[config.mk]
export PLATFORM = sky130hd
export DESIGN_NAME = mul_div_unit
export DESIGN_NICKNAME = d
export VERILOG_FILES = /design/src/rtl/mdu_pkg.sv /design/src/rtl/mdu_abs_neg.sv /design/src/rtl/mul_div_unit.sv
export SDC_FILE = /design/constraint.sdc
export NUM_CORES = 1
export LEC_CHECK = 0
export CORE_MARGIN = 5
export CORE_UTILIZATION = 64
export DETAILED_ROUTE_END_ITERATION = 6
export PLACE_DENSITY_LB_ADDON = 0.2
export SLEW_MARGIN = 10
export SYNTH_ARGS = -nofsm -noshare
export SYNTH_HDL_FRONTEND = slang
export SYNTH_SLANG_ARGS = --single-unit
[constraint.sdc]
create_clock -name clk -period 7.85 [get_ports clk]
set_clock_uncertainty 0.1 [all_clocks]
set_input_delay 1.57 -clock clk [delete_from_list [all_inputs] [get_ports clk]]
set_output_delay 1.57 -clock clk [all_outputs]
set_load 0.02 [all_outputs]
[src/rtl/mdu_pkg.sv]
// ============================================================================
// Module : mdu_pkg
// Brief  : Shared opcodes, FSM state encoding and sizing helper for the MDU.
// Rev    : 1.0  initial release
// ============================================================================
`default_nettype none

package mdu_pkg;

    localparam logic [1:0] OP_MULT  = 2'b00;
    localparam logic [1:0] OP_MULTU = 2'b01;
    localparam logic [1:0] OP_DIV   = 2'b10;
    localparam logic [1:0] OP_DIVU  = 2'b11;

    typedef enum logic [1:0] {
        ST_IDLE = 2'd0,
        ST_CALC = 2'd1,
        ST_FIX  = 2'd2,
        ST_DONE = 2'd3
    } mdu_state_t;

    // Counter must be able to hold WIDTH-1 with headroom for the compare
    function automatic int cnt_width(input int width);
        return $clog2(width) + 1;
    endfunction

endpackage

`default_nettype wire

[src/rtl/mdu_abs_neg.sv]
// ============================================================================
// Module : mdu_abs_neg
// Brief  : Two's-complement conditional negate (magnitude / sign restore).
// Rev    : 1.0  initial release
// ============================================================================
`default_nettype none

module mdu_abs_neg #(
    parameter int WIDTH = 32
) (
    input  logic [WIDTH-1:0] i_value,
    input  logic             i_negate,
    output logic [WIDTH-1:0] o_result
);

    assign o_result = i_negate ? (~i_value + WIDTH'(1)) : i_value;

endmodule

`default_nettype wire

[src/rtl/mul_div_unit.sv]
// ============================================================================
// Module : mul_div_unit
// Brief  : Iterative radix-2 MULT/MULTU/DIV/DIVU unit owning HI/LO.
// Rev    : 1.0  initial release
// ============================================================================
`default_nettype none

module mul_div_unit #(
    parameter int WIDTH = 32
) (
    input  logic             clk,
    input  logic             rst_n,
    input  logic             start,
    input  logic [1:0]       op,
    input  logic [WIDTH-1:0] A,
    input  logic [WIDTH-1:0] B,
    input  logic             hi_we,
    input  logic             lo_we,
    input  logic [WIDTH-1:0] wdata,
    output logic             busy,
    output logic             done,
    output logic [WIDTH-1:0] hi,
    output logic [WIDTH-1:0] lo
);

    import mdu_pkg::*;

    localparam int CNT_W = cnt_width(WIDTH);

    mdu_state_t         r_state;
    logic               r_is_mul;
    logic               r_sign_a;
    logic               r_sign_b;
    logic               r_div0;
    logic [WIDTH-1:0]   r_a;
    logic [WIDTH-1:0]   r_b;
    logic [WIDTH-1:0]   r_a_raw;
    logic [2*WIDTH-1:0] r_acc;
    logic [CNT_W-1:0]   r_cnt;
    logic               r_busy;
    logic               r_done;
    logic [WIDTH-1:0]   r_hi;
    logic [WIDTH-1:0]   r_lo;

    logic               w_in_signed;
    logic               w_neg_a_in;
    logic               w_neg_b_in;
    logic [WIDTH-1:0]   w_abs_a;
    logic [WIDTH-1:0]   w_abs_b;
    logic [WIDTH:0]     w_mul_sum;
    logic [2*WIDTH-1:0] w_mul_next;
    logic [WIDTH:0]     w_div_shift;
    logic [WIDTH:0]     w_div_diff;
    logic               w_div_ok;
    logic [2*WIDTH-1:0] w_div_next;
    logic [2*WIDTH-1:0] w_prod_fix;
    logic [WIDTH-1:0]   w_quo_fix;
    logic [WIDTH-1:0]   w_rem_fix;

    // MULT and DIV have op[0]=0; only those take operand magnitudes
    assign w_in_signed = ~op[0];
    assign w_neg_a_in  = w_in_signed & A[WIDTH-1];
    assign w_neg_b_in  = w_in_signed & B[WIDTH-1];

    mdu_abs_neg #(.WIDTH(WIDTH)) u_abs_a (
        .i_value  (A),
        .i_negate (w_neg_a_in),
        .o_result (w_abs_a)
    );

    mdu_abs_neg #(.WIDTH(WIDTH)) u_abs_b (
        .i_value  (B),
        .i_negate (w_neg_b_in),
        .o_result (w_abs_b)
    );

    // Shift-add: low half holds the remaining multiplier bits
    assign w_mul_sum  = {1'b0, r_acc[2*WIDTH-1:WIDTH]} + (r_acc[0] ? {1'b0, r_a} : '0);
    assign w_mul_next = {w_mul_sum, r_acc[WIDTH-1:1]};

    // Restoring divide: high half is the partial remainder, low half the quotient
    assign w_div_shift = r_acc[2*WIDTH-1:WIDTH-1];
    assign w_div_diff  = w_div_shift - {1'b0, r_b};
    assign w_div_ok    = ~w_div_diff[WIDTH];
    assign w_div_next  = {(w_div_ok ? w_div_diff[WIDTH-1:0] : w_div_shift[WIDTH-1:0]),
                          r_acc[WIDTH-2:0], w_div_ok};

    // Sign bits are zero for unsigned ops, so these are pass-through there
    mdu_abs_neg #(.WIDTH(2*WIDTH)) u_fix_prod (
        .i_value  (r_acc),
        .i_negate (r_sign_a ^ r_sign_b),
        .o_result (w_prod_fix)
    );

    mdu_abs_neg #(.WIDTH(WIDTH)) u_fix_quo (
        .i_value  (r_acc[WIDTH-1:0]),
        .i_negate (r_sign_a ^ r_sign_b),
        .o_result (w_quo_fix)
    );

    mdu_abs_neg #(.WIDTH(WIDTH)) u_fix_rem (
        .i_value  (r_acc[2*WIDTH-1:WIDTH]),
        .i_negate (r_sign_a),
        .o_result (w_rem_fix)
    );

    always_ff @(posedge clk or negedge rst_n) begin
        if (!rst_n) begin
            r_state  <= ST_IDLE;
            r_is_mul <= 1'b0;
            r_sign_a <= 1'b0;
            r_sign_b <= 1'b0;
            r_div0   <= 1'b0;
            r_a      <= '0;
            r_b      <= '0;
            r_a_raw  <= '0;
            r_acc    <= '0;
            r_cnt    <= '0;
            r_busy   <= 1'b0;
            r_done   <= 1'b0;
            r_hi     <= '0;
            r_lo     <= '0;
        end else begin
            case (r_state)
                ST_IDLE, ST_DONE: begin
                    r_done <= 1'b0;
                    if (hi_we) r_hi <= wdata;
                    if (lo_we) r_lo <= wdata;
                    if (start) begin
                        r_is_mul <= ~op[1];
                        r_sign_a <= w_neg_a_in;
                        r_sign_b <= w_neg_b_in;
                        r_div0   <= (B == '0);
                        r_a      <= w_abs_a;
                        r_b      <= w_abs_b;
                        r_a_raw  <= A;
                        r_acc    <= {{WIDTH{1'b0}}, (op[1] ? w_abs_a : w_abs_b)};
                        r_cnt    <= '0;
                        r_busy   <= 1'b1;
                        r_state  <= ST_CALC;
                    end else begin
                        r_state  <= ST_IDLE;
                    end
                end
                ST_CALC: begin
                    r_acc <= r_is_mul ? w_mul_next : w_div_next;
                    r_cnt <= r_cnt + CNT_W'(1);
                    if (r_cnt == CNT_W'(WIDTH - 1)) r_state <= ST_FIX;
                end
                ST_FIX: begin
                    if (r_is_mul) begin
                        {r_hi, r_lo} <= w_prod_fix;
                    end else if (r_div0) begin
                        r_hi <= r_a_raw;
                        r_lo <= '1;
                    end else begin
                        r_hi <= w_rem_fix;
                        r_lo <= w_quo_fix;
                    end
                    r_busy  <= 1'b0;
                    r_done  <= 1'b1;
                    r_state <= ST_DONE;
                end
                default: r_state <= ST_IDLE;
            endcase
        end
    end

    assign busy = r_busy;
    assign done = r_done;
    assign hi   = r_hi;
    assign lo   = r_lo;

endmodule

`default_nettype wire

### After elaboration in Yosys (flattened, before gate mapping)

Index checks and enable logic that the tools add are counted.
W data, S select, Z words.

* bits in registers: 238
* bits in latches: 0
* bits in writable memories: 0
* bits in read-only memories: 0
* input bits: 103
* output and inout port bits: 66
* word-level logic and storage cells: 78
* memories: 0

* add/sub/neg operators: 8
* $mul: 0
* divide/modulo/power cells: 0
* $lt $le $gt $ge: 0
* equal/unequal tests: 8
* shifts and indexed selects: 0
* muxes and demuxes: 27
* bitwise gates (word level): 11
* reductions and logical operators: 10

Operator list (number)
* $mux W32: 13
* $mux W64: 3
* $add A32 B1 Y32 const B: 4
* $not A32 Y32: 4
* $pmux W32 S2: 2
* $pmux W64 S2: 1
* $add A64 B1 Y64 const B: 1
* $not A64 Y64: 1
* $add A32 B32 Y33: 1
* $sub A33 B32 Y33: 1
* $logic_not A32 Y1: 1
* $pmux W6 S2: 1
* $reduce_and A2 Y1: 5
* $ne A2 B2 Y1 const B: 4
* $add A6 B1 Y6 const B: 1
* $eq A6 B5 Y1 const B: 1
* $mux W6: 1
* $pmux W2 S3: 1
* $eq A2 B2 Y1 const B: 2
* $pmux W1 S2: 2
* $reduce_bool A2 Y1: 2
* $not A1 Y1: 3
* $and A1 B1 Y1: 2
* $eq A2 B1 Y1 const B: 1
* other kinds (5): 6

### Depth between registers and ports, before layout

Gate-level depths: netlist of the first run.

* depth in word-level cells: 6
* gate-level depth with buffers: 14
* mapped depth without buffers: 13

### Hierarchy

Synthesis of the first run repeated with hierarchy kept, for this count alone.

* cell total of the unflattened synthesis: 2232
* area total of the unflattened synthesis: 19977.9 µm²

By module, submodules not included
* mul_div_unit: times used 1, cells each 1630, area each 15220.8 µm², seq. area each 5955.7 µm²
* mdu_abs_neg (u_abs_a ...): times used 4, cells each 99, area each 777.0 µm², seq. area each 0.0 µm²
* mdu_abs_neg (u_fix_prod): times used 1, cells each 206, area each 1649.1 µm², seq. area each 0.0 µm²

### Worst setup path after synthesis of the first run

No wires, ideal clock.

* kind: input -> register
* start point: in B[12]
* end point: reg r_acc[26]
* setup time: 126 ps
* arrival time: 3577 ps
* required time: 7624 ps
* path slack: 4047 ps
* stages on the path: 9
* buffers on the path: 0
* cells stage by stage: or4_1 -> or3_1 -> nand2b_1 -> nor3_2 -> a21oi_1 -> xor2_1 -> o21ai_1 -> a21oi_1 -> a221o_1

* cells in the longest elaborated chain, start to end: 6

Ends and longest elaborated chain
* start, declared: line mul_div_unit.sv:16 `input logic [WIDTH-1:0] B,`
* $not A32 Y32: line mdu_abs_neg.sv:16 `assign o_result = i_negate ? (~i_value + WIDTH'(1)) : i_value;`
* $add A32 B1 Y32: line mdu_abs_neg.sv:16
* $mux W32: line mdu_abs_neg.sv:16
* $mux W32: line mul_div_unit.sv:137 `r_acc <= {{WIDTH{1'b0}}, (op[1] ? w_abs_a : w_abs_b)};`
* $mux W64: line mul_div_unit.sv:129 `if (start) begin`
* $pmux W64 S2: line mul_div_unit.sv:124 `case (r_state)`
* end signal, assigned: line mul_div_unit.sv:137
* end signal, assigned: line mul_div_unit.sv:146 `r_acc <= r_is_mul ? w_mul_next : w_div_next;`
* end, declared: line mul_div_unit.sv:38 `logic [2*WIDTH-1:0] r_acc;`

Every way passes these cells. The select of a mux whose other input is x is not followed.
A chain may end at the register's enable or synchronous reset.

### Final worst setup path of the first run

* start point: in start
* end point: reg r_acc[56]

* cells in the longest elaborated chain, start to end: 2

Ends and longest elaborated chain
* start, declared: line mul_div_unit.sv:13 `input logic start,`
* $ne A2 B2 Y1 (no line)
* $reduce_and A2 Y1 (no line)

Every way passes these cells.

==> results.cfg, run 1 <==
[floorplanning]
floorplan.initialDensity = 0.644
die_w_um = 179
core-area_um2 = 28500
design.die.area_um2 = 32100
rows = 62
die_h_um = 179
design.portCount = 169

[yosys]
synth-seq-cells = 237
avgSynthCellArea_um2 = 8.01
yosys.area.top_type = sky130_fd_sc_hd__dfrtp_1
synth_flop_cell = sky130_fd_sc_hd__dfrtp_1
synth_seq_area_share = 0.324
number_of_instances_in_the_synthesized_netlist = 2289
synth.area.top_cells = sky130_fd_sc_hd__dfrtp_1 (32%), sky130_fd_sc_hd__a21oi_1 (6.7%), sky130_fd_sc_hd__o21ai_0 (5.8%), sky130_fd_sc_hd__ha_1 (4.9%), sky130_fd_sc_hd__nand2_1 (4.7%)
yosys_warnings = 0
proportion_of_register_bits_with_asynchronous_set_or_reset_after_synthesis = 1.00
syn-cell-area_um2 = 18300
number_of_enable_flip_flop_cells_after_synthesis = 0
cell_with_the_most_instances_after_synthesis = sky130_fd_sc_hd__a21oi_1
synth_largest_type_area_fraction = 0.324
synth_cell_types = 85
yosys-top-cells-count = sky130_fd_sc_hd__a21oi_1 (245), sky130_fd_sc_hd__dfrtp_1 (237), sky130_fd_sc_hd__nand2_1 (231)
postSynthNetCount = 2466

[power_and_ir_drop]
vdd_drop_max_mv = 0.436
p_int_mw = 4.76
pwr-share-clk = 0.130
power-per-cell-area_nw_per_um2 = 463
leakage_nw = 8.89
switchingPower_mw = 4.94
comb_power_share = 0.612
sequential_group_share_of_total_power = 0.258
power.share.switching = 0.509

[clock_network]
tritoncts = done
clock-sinks = 237
cts_repair_resize_count = 0
cts-root-to-sink-buffers = 3
cts_post_setup_buffers_inserted = 0
ctsHoldBuffers = 0
worst_skew_pair.late_latency_ps = 550
cts_max_level = 1
cts_buf_count = 27
clkTransAtPathRegs_ps = 60
clock_tree.root_cell = sky130_fd_sc_hd__clkbuf_16

[route]
totalWireLength_mm = 67.9
detailedRoute.firstIterationViolations = 2890
antenna_left = 0
avgRoutedWirePerCell_um = 24.6
detailedRoute.firstPassIterationCount = 7
drt-vias-per-instance = 6.86
routed-via-count = 18900
drc_errors = 2

[finish]
num-nets-final = 2529
drive_above_1_share = 0.0645
fillerInstances = 2236
layout-area-overhead-vs-synth_pct = 14.4
final_core_utilization = 0.736
num_antenna_cells = 0

[global_route]
global_route_wire_length_before_repair_mm = 103
overall_global_routing_resource_usage = 0.412
grt_pass1_vias = 18000
number_of_antenna_violations_at_the_first_check_in_global_routing = 0
globalRoute.totalOverflow = 0
pin_count_of_the_biggest_net_entering_global_routing = 180

[sta]
rsz0062_at_grt = false
share_of_the_clock_period_used_by_the_worst_path = 0.573
worst_slew_margin_rel = 0.125
finalHoldViolCount = 0
period_minus_slack_ps = 4500
timing_worst_slew_pin_value_ps = 1310
totalNegativeSetupSlack_ps = 0
fmax_mhz = 222
finalSetupViolations = 0
finalMaxSlewViolations = 0

[worst_setup_path]
worst_r2r_startpoint = r_acc[0]
cp-startpoint = start
cp-start-kind = input port
timing_worst_setup_path_type = in2reg
critical_path.cell_chain = clkdlybuf4s50_1 -> nand2b_1 -> o21ai_4 -> buf_4 -> nor2_1 -> buf_4 -> nand2_1 -> nor2_1 -> o2bb2ai_1 -> a221o_1
highest_cell_delay_on_the_worst_timing_path_ps = 620
timing.critical_path.slowest_stage_cell = sky130_fd_sc_hd__clkdlybuf4s50_1
cp-end-kind = flop
critical_path_arrival_ps = 4840
critical_path.max_fanout = 60
data_required_time_of_the_critical_path_ps = 8190

[place]
gpl.final_weighted_congestion = 1.03
port_buffers = 168
post-dp-hpwl_mm = 50.3

[worst_hold_path]
holdCritPathClass = reg2reg
hold_start = r_a[8]

[job]
drv.max_cap_violation_count = 0

[outcome]
status = finished, violations left
failed_checks = design-rule violations
==> registers in the layout, indices dropped and copies added, names as in the netlist <==
signal    count
r_div0        1
done          1
r_is_mul      1
r_acc        64
hi           32
r_sign_b      1
busy          1
r_state       2
r_b          32
r_sign_a      1
r_a          32
lo           32
r_cnt         6
r_a_raw      31
==> cells by family after synthesis <==
logic type                 after synthesis  synth area share
muxes                                   89            0.0520
and+or+nand+nor                        723             0.188
DFF                                    237             0.324
xor gates and xnor gates               180            0.0860
adders and majority gates               74            0.0513
AOI/OAI and AO/OA                      759             0.250
buffers and inverters                  227            0.0493
==> metal layers <==
metal	up-vias	share of wire	GRT usage
li1	8357	-	-
met4	0	0.062	0.194
met5	-	0	0
met1	8961	0.39	0.561
met2	1307	0.44	0.638
met3	290	0.11	0.0770
==> cell usage in the layout (no fill, tap or decap), types with 25 or more instances in the layout <==
| cell type | instances |
|---|---|
| sky130_fd_sc_hd__mux2_2 | 50 |
| sky130_fd_sc_hd__nor3_1 | 48 |
| sky130_fd_sc_hd__nand3_1 | 28 |
| sky130_fd_sc_hd__inv_1 | 69 |
| sky130_fd_sc_hd__nand2_1 | 230 |
| sky130_fd_sc_hd__and2_1 | 37 |
| sky130_fd_sc_hd__a21oi_1 | 243 |
| sky130_fd_sc_hd__clkdlybuf4s50_1 | 166 |
| sky130_fd_sc_hd__nor3b_1 | 25 |
| sky130_fd_sc_hd__mux2i_1 | 39 |
| sky130_fd_sc_hd__xor2_1 | 81 |
| sky130_fd_sc_hd__dfrtp_1 | 236 |
| sky130_fd_sc_hd__xnor2_1 | 98 |
| sky130_fd_sc_hd__nor2_1 | 224 |
| sky130_fd_sc_hd__a211oi_1 | 30 |
| sky130_fd_sc_hd__ha_1 | 70 |
| sky130_fd_sc_hd__o21ai_0 | 212 |
| sky130_fd_sc_hd__clkbuf_16 | 27 |
| sky130_fd_sc_hd__o22ai_1 | 36 |
==> power by group through the flow <==
stage	Combinational (mW)	Clock, mW	Sequential (mW)
after floorplan	4.03	0	2.31
after global placement	5.57	0	2.44
after detailed placement	5.75	0	2.47
after CTS	5.79	1.26	2.45
after global routing	6.40	1.31	2.53
final	5.94	1.26	2.50
==> final cells by class <==
class	count	area, µm²	area share
Sequential cell	237	5930	0.283
Clock inverter	12	95.1	0.00454
Tap cell	384	480	0.0229
Multi-Input combinational cell	1825	11600	0.551
Inverter	69	259	0.0124
Timing Repair Buffer	192	1870	0.0894
Clock buffer	37	773	0.0369
==> critical path, delay by kind of cell <==
family / cells / cell delay (ps)
buf+inv: 3 / 1420
compound gates: 3 / 560
simple gates: 4 / 1280
==> worst paths after layout <==
kind,slack (ps),to,cells after the start
max,3350,r_acc[56],10
min reg2reg,370,r_a[8],2
min in group asynchronous,830,r_b[27],1
min,370,r_a[8],2
max in group asynchronous,5300,hi[0],2
max reg2reg,3370,r_acc[56],12
==> through the flow <==
step,setup WS (ps),hold WS [ps],cells,total power [mW],cell area (µm²)
6_report,3350,373,2756,9.70,21000
5_1_grt,3240,404,2756,10.2,21000
4_1_cts,3510,377,2756,9.51,21000
3_5_place_dp,2950,365,2707,8.22,20100
3_3_place_gp,3170,356,2707,8.01,20100
2_1_floorplan,4050,342,2289,6.34,18300
No activity file was read; power rests on OpenSTA's default activity.
==> run 2: changes to the inputs <==
- CORE_UTILIZATION: 64 -> 59
- clock period: 7.85 -> 4.57 ns (I/O delays scaled with it)
==> results.cfg, run 2 (synthesized netlist as in run 1, its figures left out) <==
[global_route]
pin_count_of_the_biggest_net_entering_global_routing = 109
overall_global_routing_resource_usage = 0.376
globalRoute.totalOverflow = 0
number_of_antenna_violations_at_the_first_check_in_global_routing = 1
global_route_wire_length_before_repair_mm = 101
grt_pass1_vias = 17600

[worst_setup_path]
highest_cell_delay_on_the_worst_timing_path_ps = 730
data_required_time_of_the_critical_path_ps = 4890
cp_num_buf_inv = 1
cp-start-kind = flop
critical_path.max_fanout = 28
worst_r2r_startpoint = r_acc[38]
critical_path_arrival_ps = 4120
cp-end-kind = flop
timing.critical_path.slowest_stage_cell = sky130_fd_sc_hd__dfrtp_1
timing_worst_setup_path_type = reg2reg
critical_path.cell_chain = ha_1 -> a21oi_1 -> nand2_1 -> o211ai_1 -> o21ai_1 -> nor3_1 -> or3_1 -> buf_4 -> nor2_1 -> a222oi_1 -> o21ai_0
reg2reg_depth = 11
worstSetupPathDepth = 11
timing.critical_path.to = r_acc[59]
worst_path_dominant_cell_family = compound AO/OA/AOI/OAI gates
r2r_setup_slack_ps = 770
regToRegEndpoint = r_acc[59]
cp-startpoint = r_acc[38]

[clock_network]
ctsHoldBuffers = 0
cts_max_level = 1
worst_skew_pair.late_latency_ps = 560
clock-sinks = 237
cts-root-to-sink-buffers = 3
clock_tree.root_cell = sky130_fd_sc_hd__clkbuf_16
cts_repair_resize_count = 0
cts_buf_count = 28
clkTransAtPathRegs_ps = 60
cts_post_setup_buffers_inserted = 0
tritoncts = done

[power_and_ir_drop]
power-per-cell-area_nw_per_um2 = 788
leakage_nw = 9.12
vdd_drop_max_mv = 0.849
design_power_total_mw = 16.9

[route]
antenna_left = 0
drc_errors = 0
totalWireLength_mm = 67.4
detailedRoute.firstPassIterationCount = 6
routed-via-count = 18600
drt-vias-per-instance = 6.64
avgRoutedWirePerCell_um = 24.0
detailedRoute.firstIterationViolations = 2217

[finish]
num_antenna_cells = 0
largest-register = r_acc
mostFrequentLayoutCells = sky130_fd_sc_hd__a21oi_1 (243), sky130_fd_sc_hd__dfrtp_1 (236), sky130_fd_sc_hd__nand2_1 (230)
num-nets-final = 2569
final_core_utilization = 0.697
multiInputGateArea_um2 = 11600
layout-area-overhead-vs-synth_pct = 16.7
final-instance-count-excl-fill = 2810
footprint_of_the_flip_flops_and_latches_um2 = 5930
drive_above_1_share = 0.0791
fillerInstances = 2524
largest_register_ff_count = 64
final_common_cell = sky130_fd_sc_hd__a21oi_1

[floorplanning]
die_h_um = 186
die_w_um = 186
design.portCount = 169
core-area_um2 = 30700
rows = 64
design.die.area_um2 = 34700
floorplan.initialDensity = 0.598

[sta]
rsz0062_at_grt = false
share_of_the_clock_period_used_by_the_worst_path = 0.831
finalMaxSlewViolations = 0
worst_slew_margin_rel = 0.324
finalHoldViolCount = 0
finalSetupViolations = 0
totalNegativeSetupSlack_ps = 0
period_minus_slack_ps = 3800
timing_worst_slew_pin_value_ps = 1000
fmax_mhz = 263

[place]
post-dp-hpwl_mm = 51.5
gpl.final_weighted_congestion = 1.02
port_buffers = 168
placedCellCount = 2758

[job]
drv.max_cap_violation_count = 0

[worst_hold_path]
holdCritPathClass = in2async

[outcome]
status = completed
## run 2: power by group
part           internal, mW  switching (mW)  leakage (nW)
Clock                  1.45           0.944         0.469
Sequential             3.09            1.03          2.89
Combinational          3.96            6.37          5.76
## run 2: area by class of cell
cell class | count | share of cell area
repair buffers | 231 | 0.101
clock inverters | 11 | 0.00778
clock buffers | 41 | 0.0379
multi-input cells | 1825 | 0.540
inverters | 69 | 0.0121
flip-flops and latches | 237 | 0.277
well taps | 396 | 0.0232
## run 2: worst register-to-register path: cells and delay by family (launching register included)
family	cells	cell delay [ps]
DFF	1	730
buffers and inverters	1	380
and+or+nand+nor	4	700
adders and majority gates	1	440
AOI/OAI and AO/OA	5	1320
## run 2: worst min-delay path by stage
stage	end
finish	r_acc[59]
global route	r_a[15]
CTS	r_acc[59]
detailed placement	r_a[15]
global placement	r_a[12]
floorplan	r_a[31]
## run 2: per-stage QoR
step / area, µm² / setup WS (ps) / hold WS [ps]
2_1_floorplan: 18300 / 1420 / 342
6_report: 21400 / 771 / 328
5_1_grt: 21400 / 564 / 396
3_3_place_gp: 20400 / 648 / 356
3_5_place_dp: 20400 / 599 / 364
4_1_cts: 21400 / 947 / 369
## run 2: per-layer routing
metal,up-vias,part of all wire,wire length [µm],track usage
met5,-,0.00019,13,0
met4,2,0.056,3780,0.176
met3,245,0.098,6620,0.0776
met2,1034,0.45,30200,0.582
met1,8905,0.40,26800,0.508
li1,8459,-,-,-
